==> config.mk <==
export PLATFORM = sky130hd
export DESIGN_NAME = rls_dot_accumulator
export DESIGN_NICKNAME = d
export VERILOG_FILES = /design/src/rtl/rls_pkg.sv /design/src/rtl/rls_sat_narrow.sv /design/src/rtl/rls_dot_accumulator.sv
export SDC_FILE = /design/constraint.sdc
export NUM_CORES = 1
export LEC_CHECK = 0
export CAP_MARGIN = 30
export CORE_MARGIN = 2
export CORE_UTILIZATION = 55
export DETAILED_ROUTE_END_ITERATION = 10
export GPL_TIMING_DRIVEN = 1
export PLACE_DENSITY_LB_ADDON = 0.1
export SLEW_MARGIN = 20
export SYNTH_ARGS = -nofsm -noshare
export SYNTH_HDL_FRONTEND = slang
export SYNTH_SLANG_ARGS = --single-unit
==> constraint.sdc <==
create_clock -name clk -period 4.1 [get_ports clk]
set_input_delay 0.615 -clock clk [delete_from_list [all_inputs] [get_ports clk]]
set_output_delay 0.615 -clock clk [all_outputs]
set_load 0.05 [all_outputs]
==> src/rtl/rls_pkg.sv <==
// Shared definitions for the RLS datapath stages.
//   state_t : accumulator control states (ACCUM gathers terms, HOLD presents a result)
//   NBITS   : default datapath width of products and results
//   clog2   : ceiling log2, used for counter widths and parameter checks
package rls_pkg;

  typedef enum logic {
    ACCUM = 1'b0,
    HOLD  = 1'b1
  } state_t;

  localparam int NBITS = 32;

  // Ceiling log2; clog2(1) is 0 so a single-term vector needs no count bits.
  function automatic int clog2(input int n);
    int r;
    r = 0;
    for (int i = 0; i < 31; i++) begin
      if ((1 << i) < n) r = i + 1;
    end
    return r;
  endfunction

endpackage

==> src/rtl/rls_sat_narrow.sv <==
// Combinational narrowing of a wide signed value to OutW bits with saturation.
//   i_val : signed input, InW bits (InW >= OutW)
//   o_val : input clipped to the signed OutW range, else truncated
//   o_sat : 1 when clipping took place
module rls_sat_narrow
  import rls_pkg::*;
#(
  parameter int InW  = 36,
  parameter int OutW = NBITS
) (
  input  logic signed [InW-1:0]  i_val,
  output logic        [OutW-1:0] o_val,
  output logic                   o_sat
);

  // The value fits when every bit from the MSB down to the OutW sign bit agrees.
  logic [InW-OutW:0] w_top;
  logic              w_fits;

  assign w_top  = i_val[InW-1:OutW-1];
  assign w_fits = (&w_top) | ~(|w_top);

  always_comb begin
    o_val = i_val[OutW-1:0];
    o_sat = 1'b0;
    if (!w_fits) begin
      o_sat = 1'b1;
      o_val = i_val[InW-1] ? {1'b1, {(OutW-1){1'b0}}} : {1'b0, {(OutW-1){1'b1}}};
    end
  end

endmodule

==> src/rtl/rls_dot_accumulator.sv <==
// Streaming inner-product accumulator placed after the RLS multiplier.
// Sums VecLen signed products per result and offers it on a valid/ready port.
//   clk, rst_n             : clock and synchronous active-low reset
//   clear                  : flush partial sum and pending result
//   prod/prod_valid/prod_ready : product input handshake
//   sum/sum_sat/sum_valid/sum_ready : saturated result output handshake
module rls_dot_accumulator
  import rls_pkg::*;
#(
  parameter int nBits     = NBITS,
  parameter int VecLen    = 4,
  parameter int GuardBits = 4
) (
  input  logic                    clk,
  input  logic                    rst_n,
  input  logic                    clear,
  input  logic signed [nBits-1:0] prod,
  input  logic                    prod_valid,
  output logic                    prod_ready,
  output logic        [nBits-1:0] sum,
  output logic                    sum_sat,
  output logic                    sum_valid,
  input  logic                    sum_ready
);

  localparam int AccW = nBits + GuardBits;
  localparam int CntW = (clog2(VecLen) < 1) ? 1 : clog2(VecLen);

  // Guard bits must cover the growth of VecLen terms or the accumulator could wrap.
  generate
    if (VecLen < 1 || GuardBits < clog2(VecLen)) begin : g_bad_params
      $error("rls_dot_accumulator: need VecLen >= 1 and GuardBits >= clog2(VecLen)");
    end
  endgenerate

  state_t                 r_state;
  logic signed [AccW-1:0] r_acc;
  logic        [CntW-1:0] r_cnt;
  logic        [nBits-1:0] r_sum;
  logic                   r_sum_sat;
  logic                   r_sum_valid;

  logic signed [AccW-1:0] w_ext;
  logic signed [AccW-1:0] w_total;
  logic        [nBits-1:0] w_narrow;
  logic                   w_narrow_sat;
  logic                   w_accept;
  logic                   w_last;
  logic                   w_take;

  assign w_ext    = AccW'(prod);
  assign w_total  = r_acc + w_ext;
  assign w_last   = (r_cnt == CntW'(VecLen - 1));
  assign w_accept = prod_valid && prod_ready;
  assign w_take   = r_sum_valid && sum_ready;

  // In HOLD a new beat may only enter when the pending result leaves in the
  // same cycle, which keeps back-to-back vectors free of bubbles.
  assign prod_ready = (r_state == ACCUM) ? 1'b1 : sum_ready;

  rls_sat_narrow #(
    .InW  (AccW),
    .OutW (nBits)
  ) u_sat (
    .i_val (w_total),
    .o_val (w_narrow),
    .o_sat (w_narrow_sat)
  );

  // Accumulate/hold control. A completing beat always loads a fresh result
  // (replacing one being taken); otherwise a taken result drops valid and
  // returns to ACCUM while any non-final beat is still accumulated.
  always_ff @(posedge clk) begin
    if (!rst_n) begin
      r_state     <= ACCUM;
      r_acc       <= '0;
      r_cnt       <= '0;
      r_sum       <= '0;
      r_sum_sat   <= 1'b0;
      r_sum_valid <= 1'b0;
    end else if (clear) begin
      r_state     <= ACCUM;
      r_acc       <= '0;
      r_cnt       <= '0;
      r_sum_valid <= 1'b0;
    end else if (w_accept && w_last) begin
      r_sum       <= w_narrow;
      r_sum_sat   <= w_narrow_sat;
      r_sum_valid <= 1'b1;
      r_acc       <= '0;
      r_cnt       <= '0;
      r_state     <= HOLD;
    end else begin
      if (w_accept) begin
        r_acc <= w_total;
        r_cnt <= r_cnt + CntW'(1);
      end
      if (w_take) begin
        r_sum_valid <= 1'b0;
        r_state     <= ACCUM;
      end
    end
  end

  assign sum       = r_sum;
  assign sum_sat   = r_sum_sat;
  assign sum_valid = r_sum_valid;

endmodule

Yosys cells after proc, flatten, opt, wreduce, memory -nomap -nowiden:

Cells that the tools add are included.

* bitwise logic cells: 4
* muxes and demuxes: 6
* eq/ne operators: 1
* add/sub/neg operators: 2
* reduce and logical (&&, ||, !) cells: 9

Operators by type and width (number)
* $mux 32: 2
* $add 36x32->36: 1
* $reduce_and 5->1: 1
* $reduce_or 5->1: 1
* $mux 1: 4
* $logic_and 1x1->1: 3
* $not 1->1: 3
* $reduce_or 3->1: 1
* $add 2x1->2 const B: 1
* $eq 2x2->1 const B: 1
* $reduce_and 2->1: 1
* $reduce_bool 2->1: 1
* $reduce_or 2->1: 1
* $or 1x1->1: 1

* register bits: 72
* word-level logic and storage cells: 27
* output and inout port bits: 35
* bits of input ports: 37

Logic depth before layout (Yosys ltp):

Gate-level depths: netlist of the first run.

* word-level depth: 5
* gate-level depth with buffers: 14
* gate-level depth less buffers: 12

By module:

From an unflattened synthesis of the first run, not the netlist that was laid out.

* cells, all modules: 763
* area total of the unflattened synthesis: 5860.6 µm²

By module, submodules not included
* rls_dot_accumulator: cells each 637, sequential area each 1441.4 µm², area each 4820.9 µm², instances 1
* rls_sat_narrow: cells each 126, sequential area each 0.0 µm², area each 1039.7 µm², instances 1

Worst setup path before layout of the first run:

Ideal clock, no wire load.

* path type: input port to flip-flop
* start: input port prod[0]
* end: register r_sum[10], in the netlist sum[10]
* required time: 3.981 ns
* data arrival time: 3.547 ns
* path slack: 0.435 ns
* stages on the path: 13
* cells stage by stage: ha_1 fa_1 a21o_1 a221oi_2 or4_4 a211oi_1 nor4_2 a21oi_2 xor2_2 o41ai_4 nand2_4 buf_6 o221a_1

* word-level cells in the longest chain between the ends: 5
* elaborated cells between the ends (all ways): 7
* those cells by class: 1 x add/sub; 2 x mux; 2 x bitwise; 2 x reduce/logical

Ends and longest elaborated chain
* start, declared: RTL line rls_dot_accumulator.sv:17 `input logic signed [nBits-1:0] prod,`
* $add 36x32->36 (*): RTL line rls_dot_accumulator.sv:52 `assign w_total = r_acc + w_ext;`
* $reduce_or 5->1: RTL line rls_sat_narrow.sv:21 `assign w_fits = (&w_top) | ~(|w_top);`
* $not 1->1: RTL line rls_sat_narrow.sv:21
* $or 1x1->1: RTL line rls_sat_narrow.sv:21
* $mux 32 (*): RTL line rls_sat_narrow.sv:26 `if (!w_fits) begin`
* end signal, assigned: RTL line rls_dot_accumulator.sv:87 `r_sum <= w_narrow;`
* end, declared: RTL line rls_dot_accumulator.sv:39 `logic [nBits-1:0] r_sum;`

Mark *: on every way between the ends. The rest lies on a longest branch, timed or not.
A chain may end at the register's enable or synchronous reset.

Worst setup path after layout of the first run:

* start: input port prod[0]
* end: register r_sum[28], in the netlist sum[28]

The elaborated chain is that of the path after synthesis.

==> results of run 1 <==
[per-stage QoR]
step / hold WS [ns] / util [%] / power, uW / area, sq um / setup TNS (ns)
3_5_place_dp: 0.457 / 67.6 / 1180 / 5530 / -0.163
3_3_place_gp: 0.447 / 67.3 / 1170 / 5500 / 0
4_1_cts: 0.469 / 70.6 / 1880 / 5770 / 0
6_report: 0.467 / 70.6 / 1880 / 5770 / 0
2_1_floorplan: 0.440 / - / 1030 / 4600 / 0
5_1_grt: 0.487 / 70.6 / 1960 / 5770 / 0
[registers in the layout, indices dropped and copies added (netlist names)]
name,cells
sum_sat,1
r_acc,36
sum,32
r_cnt,2
sum_valid,1
[kinds of logic (layout without fill, tap and decap cells)]
logic type,after synthesis,count (layout)
buf+inv,40,116
flops,72,72
simple gates,200,200
fa+ha+maj,37,37
compound gates,182,182
xor+xnor,35,35
[power breakdown]
| part | internal [uW] | switching, uW | total (uW) | leakage [uW] |
|---|---|---|---|---|
| clock | 409 | 305 | 714 | 0.000117 |
| sequential | 716 | 9.69 | 725 | 0.000583 |
| combinational | 188 | 258 | 445 | 0.00162 |
| total | 1310 | 573 | 1880 | 0.00232 |
[cell usage after synthesis, types with 15 or more instances]
cell | instances | area [sq um]
ha_1 | 36 | 450
nand2_1 | 46 | 173
dfxtp_1 | 72 | 1440
xnor2_1 | 16 | 140
o21ai_0 | 25 | 125
o221a_1 | 20 | 225
nor2_1 | 101 | 379
xor2_1 | 18 | 158
clkbuf_1 | 28 | 105
a21o_1 | 15 | 113
a21oi_1 | 65 | 325
[cell type report]
type / count / area (sq um) / share of cell area, %
sequential: 72 / 1440 / 25.0
clock inverter: 6 / 115 / 2.00
inverter: 4 / 15.0 / 0.260
clock buffer: 10 / 128 / 2.21
timing repair buffer: 96 / 943 / 16.4
multi-input combinational: 454 / 3000 / 51.9
tap: 105 / 131 / 2.28
[worst max-delay path: stages]
cell             delay [ns]
clkdlybuf4s50_1        0.41
ha_1                   0.23
fa_1                   0.41
a21o_1                 0.20
a221oi_2               0.29
or4_4                  0.21
and3_4                 0.19
o21ai_2                0.08
nor4_1                 0.16
a2bb2oi_1              0.42
a41oi_2                0.25
buf_12                 0.22
nor2_1                 0.24
a32o_1                 0.17
[how the worst max path moves through the flow]
stage,startpoint,endpoint,cells after the start
global placement,prod[0],sum[26]$_SDFFE_PN0P_,14
finish,prod[0],sum[28]$_SDFFE_PN0P_,14
global route,prod[0],sum[26]$_SDFFE_PN0P_,14
floorplan,prod[0],sum[10]$_SDFFE_PN0P_,13
CTS,prod[0],sum[26]$_SDFFE_PN0P_,14
detailed placement,prod[0],sum[28]$_SDFFE_PN0P_,14
[per-layer routing]
metal,share of wire [%],global-route usage (%),vias up,routed length [um]
met5,0,0,-,0
met4,1.8,8.93,0,233
met2,46,46.2,151,5890
met3,5.6,4.03,21,716
met1,46,39.4,2068,5840
li1,-,-,2197,-
==> reports/metrics.csv, run 1 <==
stage,metric,value,unit
detailed_routing,Vias/cell,5.94,
placement,Port Buffer Count,71,
synthesis,Mapped Area,4600,sq um
die,site row count,33,
critical_path,arrival time at the worst endpoint,4.10,ns
power,Max VDD drop,0.228,mV
sta,skew final,0.00848,ns
critical_path,CP required,4.41,ns
cts,worst-skew pair later-pin latency,0.37,ns
sta,Slew HR,57.6,%
worst_hold_path,critical hold path startpoint,r_acc[31]$_SDFFE_PP0P_,
critical_path,Worst Reg-to-Reg Cells,13,
critical_path,reg2reg end,sum[28]$_SDFFE_PN0P_,
layout,Ant. Diodes,0,
layout,area grow syn2layout,25.5,%
detailed_routing,post-route ant nets,0,
placement,placed insts,731,
synthesis,Main synth FF type,dfxtp_1,
synthesis,post-synthesis simple-gate area fraction,19.5,%
die,DIE WIDTH,95.4,um
sta,fmax,264,MHz
cts,Root Driver,clkbuf_8,
global_routing,antenna violations before repair,0,
synthesis,post-synthesis cell type count,59,
flow_run,Max Cap Viol,0,
detailed_routing,vias post-DR,4437,
critical_path,Worst Path Max Fanout,20,
layout,"commonest non-fill, non-tap cell in the layout",nor2_1,
synthesis,syn_area_per_cell,8.12,sq um
cts,Worst-path clk slew,0.08,ns
detailed_routing,drt pass-1 iters,5,
cts,cts bufs inserted,9,
worst_hold_path,end of the worst hold path,r_acc[31]$_SDFFE_PP0P_,
status,outcome,finished clean,
detailed_routing,final WL,12700,um
layout,Final Non-Filler Cells,747,
global_routing,GRT Total Usage,28.6,%
detailed_routing,initial detailed-routing violation count,247,
global_routing,gr ovfl total,0,
synthesis,post-synthesis compound-gate area fraction,28.4,%
synthesis,largest family of logic cells by synthesized area,compound AO/OA/AOI/OAI gates,
layout,most frequent cells in the layout,"nor2_1 (100), dfxtp_1 (72), clkdlybuf4s50_1 (71), a21oi_1 (65), nand2_1 (45)",
cts,setup bufs post-CTS,0,
synthesis,Post-Synth XOR/XNOR Area,6.83,%
global_routing,first-pass GRT wire length,20200,um
detailed_routing,WL per Instance,17.0,um
critical_path,CP Capture Type,flop,
die,Placeable Area,8180,sq um
power,Power Density,327,nW/um^2
critical_path,kind of critical path,in2reg,
synthesis,syn_nets,640,
critical_path,CP Launch Type,primary input,
power,Leak,0.00232,uW
placement,RePlAce Congestion,0.928,
sta,final setup vio count,0,
placement,hpwl dp,9240,um
worst_hold_path,Hold Path Class,reg2reg,
cts,total clock sinks,72,
synthesis,post-synthesis sequential area ratio,31.4,%
sta,final setup margin,0.316,ns
global_routing,largest net degree at the start of global routing,36,
cts,clk buf depth,2,
placement,"worst slack, placed",-0.0422,ns
synthesis,Adder-Cell Fraction of Synth Area,10.2,%
synthesis,YS warnings,0,
die,full die area,9100,sq um
sta,final hold violation count,0,
sta,min Tclk post-route,3.78,ns
synthesis,mux cell area share after synthesis,0,%
critical_path,worst reg2reg startpoint,r_acc[0]$_SDFFE_PP0P_,
layout,layout cells sized above 1,9.97,%
layout,final net count,711,
die,initial core utilization,56.2,%
synthesis,"EDFF count, synth",0,
cts,CTS tree,yes,
sta,Slew @ Worst Pin,0.635,ns
detailed_routing,drc violations,0,
die,Chip Height,95.4,um
critical_path,r2r setup slk,0.68,ns
cts,CTS Hold Buffers Added,0,
sta,final slew viol count,0,
sta,Tcrit/Tclk final,92.3,%
worst_hold_path,worst hold stages,2,
die,I/O pin total,72,
synthesis,Yosys reg bits,72,
synthesis,Mapped Cells,566,
layout,Filler cells,675,
synthesis,Async SR Flop Fraction,0,%
sta,RSZ-0062 raised after global routing,no,
cts,post-CTS sizing,0,
cts,H-tree levels,3,
global_routing,vias in the first global route,4079,
(Power assumes the default switching activity.)
==> run 2: changes to the inputs <==
CORE_ASPECT_RATIO = 1.25   (was default)
==> run 2 against run 1 <==
The run now ends with design-rule violations left. Setup slack worse by 0.076 ns. First-iteration DRC count down 9.3%. Clock power down 28%. Clock-buffer cell count down 1. Combinational power down 1%. Die area about the same. Sequential power about the same. Worst hold slack worse by 0.0025 ns. Routed wire length down 0.47%. Critical path type unchanged. Largest cell class unchanged. Largest power group unchanged. Highest routed layer unchanged.
==> reports/metrics.csv, run 2 (synthesized netlist as in run 1, its figures left out) <==
stage,metric,value,unit
status,outcome,"finished, violations left",
status,failing checks,design-rule violations,
sta,TNS Setup,0,ns
critical_path,"delay-heaviest family, CP",compound AO/OA/AOI/OAI gates,
sta,min Tclk post-route,3.86,ns
cts,total clock sinks,72,
critical_path,CP max stage delay,0.40,ns
die,I/O pin total,72,
detailed_routing,final WL,12600,um
critical_path,CP required,4.34,ns
detailed_routing,drt pass-1 iters,8,
die,initial core utilization,56.1,%
placement,"worst slack, placed",-0.118,ns
layout,"commonest non-fill, non-tap cell in the layout",nor2_1,
layout,Ant. Diodes,0,
detailed_routing,vias post-DR,4451,
critical_path,CP Capture Type,flop,
placement,hpwl dp,9320,um
die,site row count,37,
detailed_routing,drc violations,3,
layout,most frequent cells in the layout,"nor2_1 (100), dfxtp_1 (72), clkdlybuf4s50_1 (71), a21oi_1 (65), nand2_1 (45)",
die,full die area,9110,sq um
critical_path,Critical Path Slowest Stage Cell,clkdlybuf4s50_1,
sta,final hold violation count,0,
global_routing,gr ovfl total,0,
die,Placeable Area,8190,sq um
cts,H-tree levels,3,
global_routing,vias in the first global route,4407,
layout,Filler cells,716,
placement,Port Buffer Count,71,
layout,max reg flops,36,
sta,RSZ-0062 raised after global routing,no,
critical_path,kind of critical path,in2reg,
global_routing,antenna violations before repair,0,
power,total power,1680,uW
critical_path,worst path cell trace,clkdlybuf4s50_1 -> ha_1 -> fa_1 -> a21o_1 -> a221oi_2 -> or4_4 -> a211oi_1 -> nor4_2 -> a21oi_2 -> xor2_2 -> o41ai_4 -> nand2_4 -> o221a_1,
layout,Final Non-Filler Cells,736,
sta,Slew @ Worst Pin,0.548,ns
cts,Worst-path clk slew,0.08,ns
layout,area grow syn2layout,22.8,%
detailed_routing,WL per Instance,17.1,um
die,DIE WIDTH,85.8,um
global_routing,largest net degree at the start of global routing,42,
detailed_routing,initial detailed-routing violation count,224,
cts,Root Driver,clkbuf_8,
power,Leak,0.00227,uW
flow_run,Max Cap Viol,0,
power,Max VDD drop,0.193,mV
worst_hold_path,Hold Path Class,reg2reg,
sta,final setup vio count,0,
cts,setup bufs post-CTS,0,
sta,Slew HR,63.5,%
critical_path,arrival time at the worst endpoint,4.10,ns
sta,final slew viol count,0,
global_routing,first-pass GRT wire length,20900,um
global_routing,GRT Total Usage,28.6,%
cts,worst-skew pair later-pin latency,0.36,ns
critical_path,r2r setup slk,0.60,ns
critical_path,CP Buf/Inv Count,1,
cts,clk buf depth,2,
layout,final net count,708,
critical_path,CP Launch Type,primary input,
layout,Largest Register,r_acc,
die,Chip Height,106,um
detailed_routing,Vias/cell,6.05,
sta,Tcrit/Tclk final,94.2,%
detailed_routing,post-route ant nets,0,
sta,skew final,0.0128,ns
placement,RePlAce Congestion,0.944,
cts,CTS tree,yes,
power,Power Density,297,nW/um^2
sta,fmax,259,MHz
layout,layout cells sized above 1,10.0,%
placement,placed insts,720,
critical_path,Worst Path Max Fanout,27,
cts,cts bufs inserted,9,
sta,final setup margin,0.240,ns
[run 2: changes by cell type in the layout (fill, tap and decap cells not counted), sizes merged]
cell / delta
bufinv: -3
clkbuf: -1
buf: -3
clkinv: +4
[run 2: timing repair]
| action | in CTS | in global routing |
|---|---|---|
| hold buffers | 0 | 0 |
| resized for setup | 0 | 2 |
| endpoints found under the setup margin | 0 | 30 |
| endpoints found under the hold margin | 0 | 0 |
[run 2: worst register-to-register path: stages, from the launching register on]
cell and delay, ns:
dfxtp_1 0.32, ha_1 0.21, fa_1 0.40, a21o_1 0.20
a221oi_2 0.29, or4_4 0.21, a211oi_1 0.08, nor4_2 0.36
a21oi_2 0.12, xor2_2 0.19, o41ai_4 0.38, nand2_4 0.29
o221a_1 0.33
[run 2: layout make-up]
class / count / area (sq um) / share of cell area (%)
Clock buffer: 9 / 124 / 2.20
Clock inverter: 7 / 45.0 / 0.798
Inverter: 4 / 15.0 / 0.266
Multi-Input combinational cell: 454 / 3010 / 53.3
Sequential cell: 72 / 1440 / 25.5
Tap cell: 97 / 121 / 2.15
Timing Repair Buffer: 93 / 888 / 15.7
[run 2: report_power, final]
part	internal, uW	switching [uW]
Sequential	716	10.3
Combinational	181	258
Clock	220	294
[run 2: metrics by stage]
step | area (sq um) | utilization [%] | hold WS, ns
global placement | 5440 | 66.4 | 0.446
detailed placement | 5460 | 66.7 | 0.453
finish | 5640 | 68.9 | 0.465
floorplan | 4600 | - | 0.440
global route | 5640 | 68.9 | 0.486
CTS | 5630 | 68.7 | 0.468
[run 2: metal layers]
layer / vias to the layer above / routed length, um / GRT usage (%)
met5: - / 0 / 0
met4: 0 / 520 / 15.4
met3: 44 / 502 / 3.42
met2: 134 / 6110 / 47.0
met1: 2077 / 5490 / 36.2
li1: 2196 / - / -
[run 2: path summary, 6_finish.rpt]
check                        startpoint                    end  depth (start not counted)
hold reg to reg   r_cnt[1]$_SDFFE_PP0P_  r_cnt[1]$_SDFFE_PP0P_                          2
setup reg to reg  r_acc[0]$_SDFFE_PP0P_   sum[13]$_SDFFE_PN0P_                         12
hold / removal    r_cnt[1]$_SDFFE_PP0P_  r_cnt[1]$_SDFFE_PP0P_                          2
setup / recovery                prod[0]   sum[13]$_SDFFE_PN0P_                         13
